## config.mk

```make
export PLATFORM = sky130hd
export DESIGN_NAME = if_neuron_scheduler_flat
export DESIGN_NICKNAME = d
export VERILOG_FILES = /design/src/rtl/if_neuron_scheduler_if.sv /design/src/rtl/if_neuron_scheduler.sv /design/src/flat_wrapper.sv
export SDC_FILE = /design/constraint.sdc
export NUM_CORES = 1
export LEC_CHECK = 0
export CORE_ASPECT_RATIO = 0.8
export CORE_MARGIN = 2
export CORE_UTILIZATION = 50
export CTS_CLUSTER_DIAMETER = 40
export DETAILED_ROUTE_END_ITERATION = 8
export HOLD_SLACK_MARGIN = 0.1
export MAX_ROUTING_LAYER = met4
export PLACE_DENSITY_LB_ADDON = 0.25
export SLEW_MARGIN = 10
export SYNTH_ARGS = -nofsm -noshare
export SYNTH_HDL_FRONTEND = slang
export SYNTH_SLANG_ARGS = --single-unit
```

## constraint.sdc

```tcl
create_clock -name clk -period 6 [get_ports clk]
set_clock_uncertainty 0.2 [all_clocks]
set_input_delay 1.2 -clock clk [delete_from_list [all_inputs] [get_ports clk]]
set_output_delay 1.2 -clock clk [all_outputs]
set_load 0.03 [all_outputs]
```

## src/rtl/if_neuron_scheduler_if.sv

```systemverilog
// Input-current stream into the neuron scheduler.
// The source drives data and valid; the scheduler returns ready and the target index.
interface if_neuron_scheduler_if #(
  parameter int WIDTH = 8,
  parameter int IW    = 3
);
  logic [WIDTH-1:0] cur_data;
  logic             cur_valid;
  logic             cur_ready;
  logic [IW-1:0]    cur_idx;

  modport master (
    output cur_data, cur_valid,
    input  cur_ready, cur_idx
  );

  modport slave (
    input  cur_data, cur_valid,
    output cur_ready, cur_idx
  );
endinterface

```

## src/rtl/if_neuron_scheduler.sv

```systemverilog
// One shared integrate-and-fire datapath serving N_NEURONS virtual neurons.
// Define REFRACTORY_EN to blank each neuron for the transfer after it fires.
module if_neuron_scheduler #(
  parameter int N_NEURONS = 8,
  parameter int WIDTH     = 8,
  parameter int THRESHOLD = 230,
  localparam int IW       = $clog2(N_NEURONS)
) (
  input  logic                 clk,
  input  logic                 rst_n,
  input  logic                 start,
  if_neuron_scheduler_if.slave cur,
  output logic                 busy,
  output logic [N_NEURONS-1:0] spikes,
  output logic                 step_done,
  output logic [15:0]          step_count
);

  typedef enum logic [1:0] {
    IDLE = 2'd0,
    RUN  = 2'd1,
    DONE = 2'd2
  } state_t;

  localparam logic [WIDTH-1:0] THR  = WIDTH'(THRESHOLD);
  localparam logic [IW-1:0]    LAST = IW'(N_NEURONS - 1);

  state_t               state;
  logic [IW-1:0]        idx;
  logic [N_NEURONS-1:0] pending;
  logic [WIDTH-1:0]     mem [N_NEURONS];

  logic [WIDTH-1:0]     s;
  logic [WIDTH+1:0]     sum;
  logic [WIDTH-1:0]     mem_nxt;
  logic                 fire;

`ifdef REFRACTORY_EN
  logic [N_NEURONS-1:0] refr;
`endif

  assign cur.cur_ready = (state == RUN);
  assign cur.cur_idx   = idx;
  assign busy          = (state != IDLE);
  assign step_done     = (state == DONE);

  assign s   = mem[idx];
  assign sum = {2'b00, cur.cur_data} + {2'b00, s >> 1}
             + {2'b00, s >> 2} + {2'b00, s >> 3};

  always_comb begin
    fire    = 1'b0;
    mem_nxt = (|sum[WIDTH+1:WIDTH]) ? '1 : sum[WIDTH-1:0];
    if (s >= THR) begin
      fire    = 1'b1;
      mem_nxt = '0;
    end
`ifdef REFRACTORY_EN
    // A blanked transfer swallows the current and leaves the membrane at rest.
    if (refr[idx]) begin
      fire    = 1'b0;
      mem_nxt = '0;
    end
`endif
  end

  always_ff @(posedge clk or negedge rst_n) begin
    if (!rst_n) begin
      state      <= IDLE;
      idx        <= '0;
      pending    <= '0;
      spikes     <= '0;
      step_count <= '0;
      for (int i = 0; i < N_NEURONS; i++) mem[i] <= '0;
    end else begin
      unique case (state)
        IDLE: begin
          if (start) begin
            state <= RUN;
            idx   <= '0;
          end
        end
        RUN: begin
          if (cur.cur_valid) begin
            mem[idx]     <= mem_nxt;
            pending[idx] <= fire;
            if (idx == LAST) begin
              idx   <= '0;
              state <= DONE;
            end else begin
              idx <= idx + 1'b1;
            end
          end
        end
        DONE: begin
          spikes     <= pending;
          pending    <= '0;
          step_count <= step_count + 16'd1;
          state      <= IDLE;
        end
        default: state <= IDLE;
      endcase
    end
  end

`ifdef REFRACTORY_EN
  always_ff @(posedge clk or negedge rst_n) begin
    if (!rst_n) begin
      refr <= '0;
    end else if (state == RUN && cur.cur_valid) begin
      refr[idx] <= refr[idx] ? 1'b0 : fire;
    end
  end
`endif

endmodule
```

## src/flat_wrapper.sv

```systemverilog
// flat-port wrapper written by rule: the top's interface ports become plain ports
module if_neuron_scheduler_flat 
#(
  parameter int N_NEURONS = 8,
  parameter int WIDTH     = 8,
  parameter int THRESHOLD = 230,
  localparam int IW       = $clog2(N_NEURONS)
)
  (clk, rst_n, start, busy, spikes, step_done, step_count, cur_cur_data, cur_cur_valid, cur_cur_ready, cur_cur_idx);
  if_neuron_scheduler_if #(.WIDTH(WIDTH)) cur_i ();
  input  logic clk;
  input  logic rst_n;
  input  logic start;
  output logic busy;
  output logic [N_NEURONS-1:0] spikes;
  output logic step_done;
  output logic [15:0] step_count;
  input wire logic [$bits(cur_i.cur_data)-1:0] cur_cur_data;
  input wire logic [$bits(cur_i.cur_valid)-1:0] cur_cur_valid;
  output wire logic [$bits(cur_i.cur_ready)-1:0] cur_cur_ready;
  output wire logic [$bits(cur_i.cur_idx)-1:0] cur_cur_idx;
  assign cur_i.cur_data = cur_cur_data;
  assign cur_i.cur_valid = cur_cur_valid;
  assign cur_cur_ready = cur_i.cur_ready;
  assign cur_cur_idx = cur_i.cur_idx;
  if_neuron_scheduler #(.N_NEURONS(N_NEURONS), .WIDTH(WIDTH), .THRESHOLD(THRESHOLD)) u_core (.clk(clk), .rst_n(rst_n), .start(start), .cur(cur_i), .busy(busy), .spikes(spikes), .step_done(step_done), .step_count(step_count));
endmodule
```

[Yosys cells after proc, flatten, opt, wreduce, memory -nomap -nowiden]
Index checks and enable logic that the tools add are counted.
Storage, ports and cells
  flip-flop bits (word level): 101
  input bits: 12
  output and inout bits: 30
Cells by class
  $add $sub $neg: 5
  order comparisons: 5
  eq/ne operators: 6
  mux-type cells: 22
  bitwise gates (word level): 1
  reduce and logical (&&, ||, !) cells: 11
Operators with widths (number)
  bitwise mux 64 bit: 1
  2-to-1 mux 8 bit: 6
  binary-select mux 8 bit (select 3 bit): 1
  demux 8 bit (select 3 bit): 1
  adder 16 x 1 -> 16 bit, second input constant: 1
  one-hot mux 8 bit (2 select lines): 1
  adder 10 x 5 -> 10 bit: 1
  adder 10 x 6 -> 10 bit: 1
  adder 8 x 7 -> 9 bit: 1
  2-to-1 mux 3 bit: 3
  bitwise mux 8 bit: 1
  greater-or-equal comparator 8 bit, second input constant: 1
  2-to-1 mux 2 bit: 3
  one-hot mux 3 bit (2 select lines): 1
  AND reduction 3 bit: 2
  nonzero test 2 bit: 3
  greater-or-equal comparator 4 bit, second input constant: 1
  < comparator 3 x 4 -> 1 bit, second input constant: 1
  < comparator 4 x 1 -> 1 bit, second input constant: 1
  != test 2 bit, second input constant: 2
  inverter 3 -> 4 bit: 1
  one-hot mux 2 bit (2 select lines): 1
  AND reduction 2 bit: 2
  adder 3 x 1 -> 3 bit, second input constant: 1
  other kinds (10): 12

[Longest topological paths before layout]
  depth in word-level cells: 11
  depth in mapped cells: 22

[Least setup slack after synthesis]
OpenSTA, ideal clock, no wires.
  path type: register to register
  start: register u_core.idx[2] (netlist: u_core.cur.cur_idx[2])
  end: register u_core.mem[30] (netlist name)
  setup time: 0.153 ns
  arrival time: 4.621 ns
  path slack: 1.027 ns
  stages on the path, launching flop included: 18
  buffers on the path: 1
  cells stage by stage: dfrtp_1 -> buf_2 -> mux2i_1 -> nor3_1 -> or4_4 -> ha_1 -> nor2b_1 -> o31a_1 -> a21o_1 -> fa_1 -> inv_1 -> ha_1 -> o21ai_0 -> a21oi_1 -> o22ai_1 -> nand2_1 -> a211oi_1 -> o31ai_1
On the way
  longest elaborated chain between the ends: 11
Ends and longest elaborated chain
  start: declaration: line if_neuron_scheduler.sv:29  | logic [IW-1:0] idx;
  start signal: assignment: line if_neuron_scheduler.sv:91  | idx <= idx + 1'b1;
  inverter 3 -> 4 bit (not written as such) (*): line if_neuron_scheduler.sv:47, if_neuron_scheduler.sv:85
  binary-select mux 8 bit (select 3 bit): line if_neuron_scheduler.sv:47  | assign s = mem[idx];
  2-to-1 mux 8 bit (not written as such) (2 in series): line if_neuron_scheduler.sv:47
  adder 8 x 7 -> 9 bit: line if_neuron_scheduler.sv:48  | assign sum = {2'b00, cur.cur_data} + {2'b00, s >> 1}
  adder 10 x 6 -> 10 bit: line if_neuron_scheduler.sv:49  | + {2'b00, s >> 2} + {2'b00, s >> 3};
  adder 10 x 5 -> 10 bit: line if_neuron_scheduler.sv:49
  OR reduction 2 bit: line if_neuron_scheduler.sv:53  | mem_nxt = (|sum[WIDTH+1:WIDTH]) ? '1 : sum[WIDTH-1:0];
  2-to-1 mux 8 bit: line if_neuron_scheduler.sv:53
  2-to-1 mux 8 bit: line if_neuron_scheduler.sv:54  | if (s >= THR) begin
  bitwise mux 64 bit (*): line if_neuron_scheduler.sv:85  | mem[idx] <= mem_nxt;
  end signal: indexed assignment: line if_neuron_scheduler.sv:85
  end: declaration: line if_neuron_scheduler.sv:31  | logic [WIDTH-1:0] mem [N_NEURONS];
Every way passes the cells marked *; elsewhere a longest branch is shown, timed or not. The select of a mux whose other input is x is not followed.
A chain may end at the register's enable or synchronous reset.

[Worst setup path after layout]
  start: register u_core.idx[1] (netlist: u_core.cur.cur_idx[1])
  end: register u_core.mem[63] (netlist name)
The elaborated chain is that of the path after synthesis.

==> results_dict.tcl <==
set metrics [dict create \
    chipHeight_um 95.8 \
    cts_tree "built" \
    clockBufferDepth 2 \
    layout_commonest_cell "dfrtp_1" \
    slew_headroom 0.410 \
    finalCoreUtilization 0.590 \
    r2r_cells 17 \
    initial_core_util 0.514 \
    start_kind "register" \
    ys_types 58 \
    fill_cells 877 \
    outcome "finished, final reports clean" \
    netlist_instances 515 \
    final_cells 694 \
    holdPathStages 1 \
    synth_edf_count 0 \
    antenna_found_initial 0 \
    syn_to_final_growth_pct 14.8 \
    hp-class "reg -> reg" \
    fp.dieW_um 119 \
    dp.cells 678 \
    holdBufCountCts 0 \
    drt-initial-drc-count 313 \
    hp-start "u_core.step_count[15]" \
    max_freq_ghz 0.182 \
    worstSkewPairLatency_ns 0.34 \
    fin_area_um2 6050 \
    drcViolationCount 0 \
    clkTransAtPathRegs_ns 0.07 \
    hpwl_um 8190 \
    reg2reg_slack_ns 0.50 \
    yosysSeqAreaShare 0.442 \
    yosysTopAreaCell "dfrtp_1" \
    reg2reg_from "u_core.cur.cur_idx[1]" \
    die_area_um2 11400 \
    synth_ff_type "dfrtp_1" \
    synth_nets 551 \
    track_usage 0.229 \
    cpMaxStageDelayCell "dfrtp_1" \
    h-tree-depth 3 \
    hold_viol_final 0 \
    async_flop_share 1.00 \
    clock-root-buffer "clkbuf_16" \
    required_ns 6.00 \
    via_per_inst 5.82 \
    path_cells "nand3b_1, a21oi_1, a2111o_1, ha_1, inv_1, fa_1, fa_1, inv_1, ha_1, inv_1, fa_1, nand2b_1, a21oi_1, o22ai_1, nand4bb_1, a21oi_1, o31ai_1" \
    synth.area.top_cells "dfrtp_1 44%, o31ai_1 7.8%, nand2_1 6.4%" \
    yosysTopAreaCellShare 0.442 \
    drt-total-wl_um 11800 \
    ant_nets 0 \
    tns_ns 0 \
    cts_resized 0 \
    layout.nets 585 \
    worst-path-max-fanout 25 \
    grt.overflow.total 0 \
    ys_ff_latch 93 \
    synth_area_um2 5270 \
    io_buffers 41 \
    syn-mean-instance-area_um2 10.2 \
    period_needed_ns 5.50 \
    diodes 0 \
    crit_arrival_ns 5.51 \
    worstSetupPathType "reg -> reg" \
    critPathBufInv 3 \
    layout_common_cells "93 x dfrtp_1, 90 x nand2_1, 55 x o31ai_1, 40 x clkdlybuf4s50_1, 22 x inv_1" \
    max_stage_delay_ns 0.92 \
    rows 33 \
    core-area_um2 10200 \
    dpl-instance-area_um2 5760 \
    end_kind "register" \
    setup_violations 0 \
    cts_buffers 9 \
    wl_per_cell_um 17.1 \
    cts_sinks 93 \
    ioPinCount 42 \
    finalCritPeriodShare 0.917 \
    grt_max_degree 56 \
    max_slew.worst_pin.slew_ns 0.885 \
    grt_setup_unrepaired "no" \
    via_count 4038 \
    reg2reg_to "u_core.mem[63]" \
    hold_end "u_core.step_count[15]" \
    slew_viol_final 0 \
    path_delay_family "adder cells" \
    synth_warnings 0 \
    drive_gt1_frac 0.116 \
    dr.pass1.iters 4 \
    cap_violations 0 \
    grt_pass1_wl_um 19800 \
    grt_pass1_vias 3918 \
    post-cts-setup-buffers 0 \
    gp_congestion 0.803 \
]
## final cells by class
class,instances,area (um2),area share
multi-input combinational,370,2680,0.443
clock buffer,11,253,0.0418
tap,140,175,0.0290
inverter,22,82.6,0.0137
sequential,93,2330,0.385
clock inverter,5,33.8,0.00559
timing repair buffer,53,498,0.0824
## kinds of logic after synthesis
| group | after synthesis | synth area share |
|---|---|---|
| adders and majority gates | 24 | 0.0670 |
| AOI/OAI and AO/OA | 128 | 0.186 |
| and+or+nand+nor | 171 | 0.156 |
| muxes | 26 | 0.0648 |
| xor gates and xnor gates | 21 | 0.0349 |
| buffers and inverters | 52 | 0.0501 |
| DFF | 93 | 0.442 |
## registers in the layout, indices dropped and copies added (netlist names)
| signal | cells |
|---|---|
| u_core.mem | 56 |
| u_core.step_count | 16 |
| u_core.pending | 8 |
| u_core.spikes | 8 |
| u_core.cur.cur_idx | 3 |
| u_core.state | 2 |
## metal layers
layer / vias to the layer above / GRT usage / share of wire
li1: 1921 / - / -
met1: 1997 / 0.306 / 0.47
met2: 107 / 0.363 / 0.45
met3: 13 / 0.0415 / 0.056
met4: 0 / 0.0635 / 0.016
met5: - / - / 0
## synth_stat cells, drive strengths merged (3+ instances only)
cell type	number
o21ai	12
fa	7
a221oi	3
nand3b	9
nand4	6
a22o	4
nor3	7
ha	17
o211ai	5
o31ai	60
nand3	9
o211a	3
clkbuf	14
nand2	90
and2	4
mux2i	9
a31oi	3
buf	16
inv	22
dfrtp	93
mux2	13
xnor2	11
o21ba	3
a211oi	6
and3	8
nor2b	11
mux4	4
a21oi	11
nand2b	4
xor2	10
nor2	14
a21o	5
## through the flow
step | hold WS, ns | setup WS, ns
floorplan | 0.240 | 1.03
global placement | 0.252 | 0.660
detailed placement | 0.261 | 0.551
CTS | 0.275 | 0.531
global route | 0.300 | 0.0955
finish | 0.268 | 0.498
## worst max path at each step
stage,from,to,cells after the start
6_report,u_core.cur.cur_idx[1],u_core.mem[63],17
5_1_grt,u_core.cur.cur_idx[2],u_core.mem[34],18
4_1_cts,u_core.cur.cur_idx[1],u_core.mem[63],17
3_5_place_dp,u_core.cur.cur_idx[1],u_core.mem[23],17
3_3_place_gp,u_core.cur.cur_idx[1],u_core.mem[63],17
2_1_floorplan,u_core.cur.cur_idx[2],u_core.mem[30],17
Power is not shown: default switching activity piles up to over one toggle a cycle in this logic, so the estimate is an artifact.
